**config.mk**
```make
export PLATFORM = sky130hd
export DESIGN_NAME = fp_expand
export DESIGN_NICKNAME = d
export VERILOG_FILES = /design/src/rtl/fpcvt_pkg.sv /design/src/rtl/fp_expand_sm_to_tc.sv /design/src/rtl/fp_expand.sv
export SDC_FILE = /design/constraint.sdc
export NUM_CORES = 1
export LEC_CHECK = 0
export ABC_AREA = 1
export ABC_CLOCK_PERIOD_IN_PS = 1700
export BUFFER_PORTS_ARGS = -buffer_cell sky130_fd_sc_hd__buf_2
export CORE_AREA = 3 3 43 83
export CTS_BUF_LIST = sky130_fd_sc_hd__clkbuf_4 sky130_fd_sc_hd__clkbuf_8
export CTS_CLUSTER_DIAMETER = 150
export CTS_CLUSTER_SIZE = 16
export DETAILED_ROUTE_END_ITERATION = 8
export DIE_AREA = 0 0 46 86
export PLACE_DENSITY = 0.77
export SETUP_SLACK_MARGIN = 0.4
export SLEW_MARGIN = 5
export SYNTH_ARGS = -nofsm -noshare
export SYNTH_HDL_FRONTEND = slang
export SYNTH_HIERARCHICAL = 1
export SYNTH_SLANG_ARGS = --single-unit
```
**constraint.sdc**
```tcl
create_clock -name clk -period 1.7 [get_ports clk]
set_input_delay 0.51 -clock clk [delete_from_list [all_inputs] [get_ports clk]]
set_output_delay 0.51 -clock clk [all_outputs]
set_load 0.05 [all_outputs]
```
**src/rtl/fpcvt_pkg.sv**
```systemverilog
// Shared constants, float-word field positions and FSM state type for the
// linear<->float converter pair.
package fpcvt_pkg;

  localparam int EXP_W  = 3;
  localparam int SIG_W  = 4;
  localparam int LIN_W  = 12;
  localparam int WORD_W = 1 + EXP_W + SIG_W;

  // Float word layout: {sign, exponent, significand}
  localparam int SIGN_BIT = WORD_W - 1;
  localparam int EXP_HI   = WORD_W - 2;
  localparam int EXP_LO   = SIG_W;
  localparam int SIG_HI   = SIG_W - 1;
  localparam int SIG_LO   = 0;

  typedef enum logic [1:0] {
    IDLE  = 2'd0,
    SHIFT = 2'd1,
    DONE  = 2'd2
  } state_t;

endpackage

```
**src/rtl/fp_expand_sm_to_tc.sv**
```systemverilog
// Sign-magnitude to two's-complement restore; a zero magnitude stays zero
// whatever the sign, so no negative zero can escape.
module sm_to_tc #(
  parameter int W = 12
) (
  input  logic         sgn,
  input  logic [W-2:0] mag,
  output logic [W-1:0] tc
);

  logic [W-1:0] ext;

  always_comb begin
    ext = {1'b0, mag};
    tc  = sgn ? (~ext + 1'b1) : ext;
  end

endmodule

```
**src/rtl/fp_expand.sv**
```systemverilog
// Iterative float-to-linear expander: one left shift per cycle, valid/ready
// on both sides, single output buffer.
module fp_expand #(
  parameter int EXP_W = fpcvt_pkg::EXP_W,
  parameter int SIG_W = fpcvt_pkg::SIG_W,
  parameter int LIN_W = fpcvt_pkg::LIN_W
) (
  input  logic                   clk,
  input  logic                   rst,
  input  logic                   in_valid,
  output logic                   in_ready,
  input  logic [EXP_W+SIG_W:0]   in_data,
  output logic                   out_valid,
  input  logic                   out_ready,
  output logic [LIN_W-1:0]       out_data
);

  import fpcvt_pkg::state_t;
  import fpcvt_pkg::IDLE;
  import fpcvt_pkg::SHIFT;
  import fpcvt_pkg::DONE;

  localparam int ACC_W = LIN_W - 1;

  state_t             state, state_nxt;
  logic [ACC_W-1:0]   acc;
  logic [EXP_W-1:0]   cnt;
  logic               sgn;
  logic [LIN_W-1:0]   res_tc;

  logic               w_sgn;
  logic [EXP_W-1:0]   w_exp;
  logic [SIG_W-1:0]   w_sig;

  assign w_sgn = in_data[EXP_W+SIG_W];
  assign w_exp = in_data[EXP_W+SIG_W-1:SIG_W];
  assign w_sig = in_data[SIG_W-1:0];

  // State register
  always_ff @(posedge clk) begin
    if (rst) state <= IDLE;
    else     state <= state_nxt;
  end

  // Next state
  always_comb begin
    state_nxt = state;
    case (state)
      IDLE:    if (in_valid)     state_nxt = SHIFT;
      SHIFT:   if (cnt == '0)    state_nxt = DONE;
      DONE:    if (out_ready)    state_nxt = IDLE;
      default:                   state_nxt = IDLE;
    endcase
  end

  // Handshake outputs are pure state decodes: no out_ready -> in_ready path.
  always_comb begin
    in_ready  = (state == IDLE);
    out_valid = (state == DONE);
  end

  sm_to_tc #(.W(LIN_W)) u_sm_to_tc (
    .sgn (sgn),
    .mag (acc),
    .tc  (res_tc)
  );

  // Datapath: magnitude shifter, exponent countdown, result buffer
  always_ff @(posedge clk) begin
    if (rst) begin
      acc      <= '0;
      cnt      <= '0;
      sgn      <= 1'b0;
      out_data <= '0;
    end else begin
      case (state)
        IDLE: if (in_valid) begin
          acc <= {{(ACC_W-SIG_W){1'b0}}, w_sig};
          cnt <= w_exp;
          sgn <= w_sgn;
        end
        SHIFT: begin
          if (cnt != '0) begin
            acc <= acc << 1;
            cnt <= cnt - 1'b1;
          end else begin
            out_data <= res_tc;
          end
        end
        default: ;
      endcase
    end
  end

endmodule
```
==> results.json, run 1 <==
{
  "synth_simple_gate_area_share_pct": 38.2,
  "cts_hold_repair.buffers": 0,
  "r2r_slack_ns": 0.34,
  "grt_start_max_net_pins": 16,
  "finalHoldWorstSlack_ns": 0.472,
  "synthMuxAreaShare_pct": 0,
  "die_y_um": 86,
  "first_pass_iters": 4,
  "pwr_density_cell_nw_per_um2": 1120,
  "yosysUniqueCellTypes": 28,
  "vias_per_cell": 5.55,
  "syn_nets": 255,
  "critPathArrivalTime_ns": 0.97,
  "reg2reg_depth": 8,
  "final_cell_mix": "nor2_1, nand2_1, inv_1",
  "end_kind": "output pin",
  "cts.htree.levels": 2,
  "path_clk_slew_ns": 0.06,
  "cp.required_ns": 1.19,
  "syn_avg_cell_area_sq_um": 7.00,
  "cp_slowest_stage_delay_ns": 0.40,
  "ys_async_sr_fraction_pct": 0,
  "synthXorXnorAreaFrac_pct": 2.61,
  "synth_fa_ha_area_share_pct": 2.24,
  "synth-seq-cells": 29,
  "track_usage_pct": 22.3,
  "ys_seq_area_share_pct": 34.6,
  "slowest_stage": "dfxtp_4",
  "hold_class": "in -> reg",
  "wl_um": 4790,
  "period_share_pct": 86.9,
  "peakVddDrop_uv": 852,
  "finalMaxSlewViolations": 0,
  "start_kind": "register",
  "core_sq_um": 3010,
  "synth_top_family_by_area": "simple AND/OR/NAND/NOR gates",
  "synthFlopType": "dfxtp_1",
  "p_leak_uw": 0.00106,
  "nNetsFinal": 296,
  "wl_per_cell_um": 15.3,
  "drive_gt1_share_pct": 42.2,
  "clock-sinks": 29,
  "gp_congestion": 0.828,
  "grt_pass1_vias": 1528,
  "yosysWarnings": 6,
  "antenna_found_initial": 0,
  "crit_chain": "inv_8 -> nor2_4 -> buf_6",
  "n_antenna_cell": 0,
  "netlist_area_sq_um": 1680,
  "vias": 1731,
  "drc": 0,
  "port_buffers": 25,
  "cap_violations": 0,
  "area_delta_synth_final_pct": 37.0,
  "synth_compound_area_share_pct": 9.84,
  "hold_violations": 0,
  "relSlewSlack_pct": 82.1,
  "crit_end": "out_valid",
  "crit_path_start": "state[1]",
  "synth-edff-count": 0,
  "skew_ns": 0.00849,
  "ff_latch_area_sq_um": 616,
  "gr-total-overflow": 0,
  "worst_pin_slew_ns": 0.267,
  "dieArea_sq_um": 3960,
  "filler_cell_count": 221,
  "fin_crit_ns": 1.48,
  "clockRootBuffer": "clkbuf_8",
  "final_common_cell": "nor2_1",
  "crit_path_max_fanout": 3,
  "rsz0062_at_grt": "yes",
  "dp_hpwl_um": 2740,
  "ios": 26,
  "initial_core_util_pct": 55.7,
  "setup_viol": 0,
  "r2r_start": "state[0]",
  "clock_latency_ns": 0.28,
  "grt_pass1_wl_um": 6550,
  "status": "complete, no violations",
  "rows": 28,
  "cts_tree": "yes",
  "multi_input_area_sq_um": 1040,
  "cts_buffers": 5,
  "dieWidth_um": 46,
  "fmax_mhz": 677,
  "tns_ns": 0,
  "r2r-end": "acc[0]",
  "drt_iter0_markers": 81,
  "synthCells": 240,
  "postRouteAntennaNets": 0,
  "critPathKind": "reg -> out",
  "cts_buffer_depth": 2
}
==> routing by layer <==
layer	part of all wire (%)	GRT usage, %	vias to the layer above	wire (um)
met3	4.5	4.83	21	217
li1	-	-	836	-
met1	34	21.4	809	1610
met4	4.6	11.4	0	222
met5	0	0	-	0
met2	57	40.6	65	2740
==> sequential cells by signal, summed over array words and instances (netlist names) <==
signal	cells
state	2
out_data	12
sgn	1
acc	11
cnt	3
==> layout make-up <==
class                   count  share of cell area, %
clock buffers               8                   3.97
inverters                  28                   5.44
multi-input cells         174                   45.4
flip-flops and latches     29                   26.8
well taps                  30                   1.63
repair buffers             42                   16.5
repair inverters            1                  0.272
==> cell families after synthesis <==
kind of cell,count (synthesis)
AO/OA/AOI/OAI,30
flip-flops,29
adder cells (fa/ha/maj),3
AND/OR/NAND/NOR,134
XOR/XNOR,5
buffers and inverters,39
==> through the flow <==
| step | util, % | std cells | power, uW | instance area, sq um | setup slack (ns) |
|---|---|---|---|---|---|
| 2_1_floorplan | - | 240 | 1490 | 1690 | 0.412 |
| 3_3_place_gp | 59.1 | 288 | 1600 | 1780 | 0.288 |
| 3_5_place_dp | 59.1 | 288 | 1610 | 1780 | 0.270 |
| 4_1_cts | 68.7 | 302 | 2330 | 2070 | 0.238 |
| 5_1_grt | 76.3 | 312 | 2700 | 2300 | 0.194 |
| 6_report | 76.3 | 312 | 2570 | 2300 | 0.222 |
==> what timing repair did <==
action	4_1_cts	5_1_grt
cloned	0	3
buffers inserted	6	7
hold endpoints to repair	0	0
resized for setup	58	49
pin swaps	7	14
setup endpoints to repair	36	36
==> cell usage after synthesis (2+ instances only) <==
master / instances / share of area (%)
nand3_1: 14 / 4.2
a21oi_1: 7 / 2.1
nand2_4: 4 / 2.7
nand4_1: 4 / 1.5
ha_1: 3 / 2.2
xnor2_1: 4 / 2.1
dfxtp_1: 29 / 35
buf_4: 3 / 1.3
nand2_1: 43 / 9.6
o21ai_1: 3 / 0.89
nor2_4: 3 / 2.0
buf_6: 5 / 3.4
inv_2: 2 / 0.45
nor2_1: 57 / 13
o21ai_0: 18 / 5.4
inv_1: 25 / 5.6
nand3_2: 5 / 3.0
==> critical path: cells and delay by family (launching register included) <==
family	cells	cell delay [ns]
buf+inv	2	0.20
flops	1	0.40
simple gates	1	0.08
==> worst min-delay path by stage <==
stage / startpoint / end / cells past startpoint
2_1_floorplan: sgn / sgn / 2
3_3_place_gp: out_data[11] / out_data[11] / 2
3_5_place_dp: out_data[7] / out_data[7] / 2
4_1_cts: in_data[7] / sgn / 3
5_1_grt: in_data[7] / sgn / 3
6_report: in_data[7] / sgn / 3
==> power breakdown <==
group	total, uW	switching (uW)	internal (uW)	leakage, uW
logic	1120	683	436	0.000762
clock network	585	247	338	0.0000498
registers	870	93.5	776	0.000247
No activity file was read; power rests on OpenSTA's default activity.
==> inputs of run 2 (changes only) <==
--- a/config.mk
+++ b/config.mk
@@ -8,16 +8,15 @@
 export ABC_AREA = 1
 export ABC_CLOCK_PERIOD_IN_PS = 1700
 export BUFFER_PORTS_ARGS = -buffer_cell sky130_fd_sc_hd__buf_2
-export CORE_AREA = 3 3 43 83
+export CORE_AREA = 3 3 55 57
 export CTS_BUF_LIST = sky130_fd_sc_hd__clkbuf_4 sky130_fd_sc_hd__clkbuf_8
 export CTS_CLUSTER_DIAMETER = 150
 export CTS_CLUSTER_SIZE = 16
 export DETAILED_ROUTE_END_ITERATION = 8
-export DIE_AREA = 0 0 46 86
-export PLACE_DENSITY = 0.77
+export DIE_AREA = 0 0 58 60
+export PLACE_DENSITY = 0.78
 export SETUP_SLACK_MARGIN = 0.4
 export SLEW_MARGIN = 5
 export SYNTH_ARGS = -nofsm -noshare
 export SYNTH_HDL_FRONTEND = slang
-export SYNTH_HIERARCHICAL = 1
 export SYNTH_SLANG_ARGS = --single-unit
==> run 2 against run 1 <==
Effect of this change:
- clock skew increased by 0.0046 ns
- total power increased by 6.0%
- first-iteration DRC count is 120% higher
- worst setup slack got worse by 0.11 ns
- final area rose by 1.3%
- non-clock buffer count is 4 higher
- sequential power up 7.2%
- flip-flop and latch count is the same
- clock power is 10% lower
- global-route usage rose by 2.5 points
- largest power group unchanged
==> results.json, run 2 <==
{
  "relSlewSlack_pct": 73.9,
  "synthTopCellsByCount": "nand2_1, nor2_1, dfxtp_1",
  "synthCells": 206,
  "final_common_cell": "nand2_1",
  "filler_cell_count": 86,
  "synth-edff-count": 0,
  "top_regs": "out_data x12, acc x11, cnt x3",
  "post-synth-top-count-cell": "nand2_1",
  "use_met2_pct": 43.9,
  "rsz0062_at_grt": "yes",
  "yosysTopAreaCell": "dfxtp_1",
  "cts.htree.levels": 2,
  "clkPwrFrac_pct": 19.2,
  "ios": 26,
  "start_kind": "register",
  "ys_top_cells_by_area": "dfxtp_1, nand2_1, nor2_1",
  "seqPwrFrac_pct": 34.2,
  "crit_end": "out_data[0]",
  "dieWidth_um": 58,
  "r2r_slack_ns": 0.11,
  "cts_buffer_depth": 2,
  "antenna_found_initial": 0,
  "p_switching_uw": 1200,
  "dieArea_sq_um": 3480,
  "synth-seq-cells": 29,
  "drc": 0,
  "finalMaxSlewViolations": 0,
  "clock_latency_ns": 0.37,
  "grt_pass1_vias": 1489,
  "ys_seq_area_share_pct": 40.6,
  "clockRootBuffer": "clkbuf_4",
  "worst_pin_slew_ns": 0.392,
  "gr-total-overflow": 0,
  "cellInternalPower_uw": 1530,
  "drt_iter0_markers": 175,
  "period_share_pct": 93.6,
  "setup_viol": 0,
  "hold_violations": 0,
  "ys_async_sr_fraction_pct": 0,
  "area_delta_synth_final_pct": 62.9,
  "peakVddDrop_uv": 1200,
  "reg2reg_depth": 10,
  "yosysUniqueCellTypes": 22,
  "final_util_pct": 92.4,
  "dp_hpwl_um": 2160,
  "gp_congestion": 0.908,
  "use_met1_pct": 27.2,
  "switching_share_pct": 43.8,
  "n_antenna_cell": 0,
  "synthFlopType": "dfxtp_1",
  "r2r-end": "out_data[0]",
  "grt_start_max_net_pins": 15,
  "largest_reg_flops": 12,
  "wl_per_cell_um": 22.7,
  "vias_per_cell": 6.51,
  "port_buffers": 25,
  "nNetsFinal": 269,
  "die_y_um": 60,
  "cts_buffers": 5,
  "drive_gt1_share_pct": 54.1,
  "end_kind": "register",
  "total_power_uw": 2730,
  "fmax_mhz": 628,
  "critPathKind": "reg -> reg",
  "first_pass_iters": 6,
  "rows": 18,
  "syn_avg_cell_area_sq_um": 6.94,
  "syn_nets": 221,
  "p_leak_uw": 0.00103,
  "crit_path_start": "cnt[1]",
  "path_clk_slew_ns": 0.10,
  "clock-sinks": 29,
  "crit_path_max_fanout": 5,
  "hold_class": "in -> reg",
  "status": "complete, no violations",
  "yosysWarnings": 0,
  "wl_um": 6460,
  "r2r_start": "cnt[1]",
  "cap_violations": 0,
  "final_cell_mix": "nand2_1, nor2_1, inv_1, dfxtp_2, o21ai_2",
  "skew_ns": 0.0131,
  "track_usage_pct": 24.7,
  "use_met3_pct": 4.97,
  "grt.busiest_layer": "met2",
  "cts_tree": "yes",
  "cts_hold_repair.buffers": 0,
  "cp.required_ns": 1.94,
  "tns_ns": 0,
  "core_sq_um": 2520,
  "netlist_area_sq_um": 1430,
  "pwr_density_cell_nw_per_um2": 1170,
  "fin_crit_ns": 1.59,
  "pwr-share-comb_pct": 46.6,
  "initial_core_util_pct": 56.7,
  "postRouteAntennaNets": 0,
  "critPathArrivalTime_ns": 1.83,
  "grt_pass1_wl_um": 6490,
  "vias": 1855,
  "synth_top_area_share_pct": 40.6,
  "largest-register": "out_data"
}
[run 2: cell count changes in the layout (fill, tap and decap cells not counted), sizes merged, moves of 2 or more]
cell    before  now
nor2        62   35
a21oi        7   20
nand2       50   39
inv         29   21
nand3       19   12
clkinv       0    5
o21ai       23   28
buf         42   46
xnor2        4    0
a31oi        0    3
xor2         1    3
[run 2: area by class of cell]
type / instances / area [sq um] / area share [%]
Sequential cell: 29 / 613 / 26.3
Timing Repair inverter: 3 / 48.8 / 2.09
Clock inverter: 1 / 5.00 / 0.215
Multi-Input combinational cell: 147 / 988 / 42.4
Inverter: 22 / 105 / 4.51
Timing Repair Buffer: 46 / 467 / 20.0
Clock buffer: 7 / 65.1 / 2.79
Tap cell: 30 / 37.5 / 1.61
[run 2: what timing repair did]
item,4_1_cts,5_1_grt
buffers inserted,8,10
cloned,1,3
pin swaps,7,22
resized for setup,72,84
endpoints found under the hold margin,0,0
setup endpoints to repair,37,41
[run 2: cells by family after synthesis]
logic type	synth area share [%]
XOR/XNOR	1.84
flip-flops	40.6
AND/OR/NAND/NOR	25.7
adder cells (fa/ha/maj)	2.62
buffers and inverters	9.97
AO/OA/AOI/OAI	19.2
[run 2: worst min-delay path by stage]
stage               slack (ns)     end  depth (start not counted)  startpoint
global placement          0.45  acc[0]                          2      acc[0]
global route              0.44  acc[0]                          3  in_data[0]
detailed placement        0.47  acc[0]                          2      acc[0]
floorplan                 0.44  acc[0]                          2      acc[0]
CTS                       0.41     sgn                          3  in_data[7]
finish                    0.41  cnt[2]                          3  in_data[6]
[run 2: through the flow]
stage | hold slack [ns] | setup slack [ns] | std cells | cell area, sq um
3_5_place_dp | 0.468 | 0.188 | 255 | 1580
4_1_cts | 0.415 | 0.176 | 272 | 1920
5_1_grt | 0.436 | 0.0836 | 285 | 2330
6_report | 0.410 | 0.109 | 285 | 2330
2_1_floorplan | 0.439 | 0.350 | 206 | 1460
3_3_place_gp | 0.449 | 0.252 | 255 | 1580
[run 2: power groups by stage]
| stage | Sequential (uW) | Clock [uW] | Combinational, uW |
|---|---|---|---|
| global placement | 871 | 0 | 635 |
| CTS | 884 | 495 | 846 |
| floorplan | 978 | 0 | 437 |
| finish | 933 | 525 | 1270 |
| detailed placement | 873 | 0 | 652 |
| global route | 941 | 546 | 1320 |
[run 2: routing by layer]
layer	wire length (um)	vias to the layer above
met5	0	-
met4	554	0
met3	684	66
met2	3040	185
met1	2190	836
li1	-	768
[run 2: critical path: stages (launching register included)]
cell      delay [ns]
dfxtp_1         0.37
inv_2           0.08
ha_4            0.16
inv_2           0.06
nor2_4          0.05
buf_6           0.14
nand2_8         0.15
clkinv_8        0.09
buf_4           0.14
nor2_1          0.15
a211oi_2        0.05
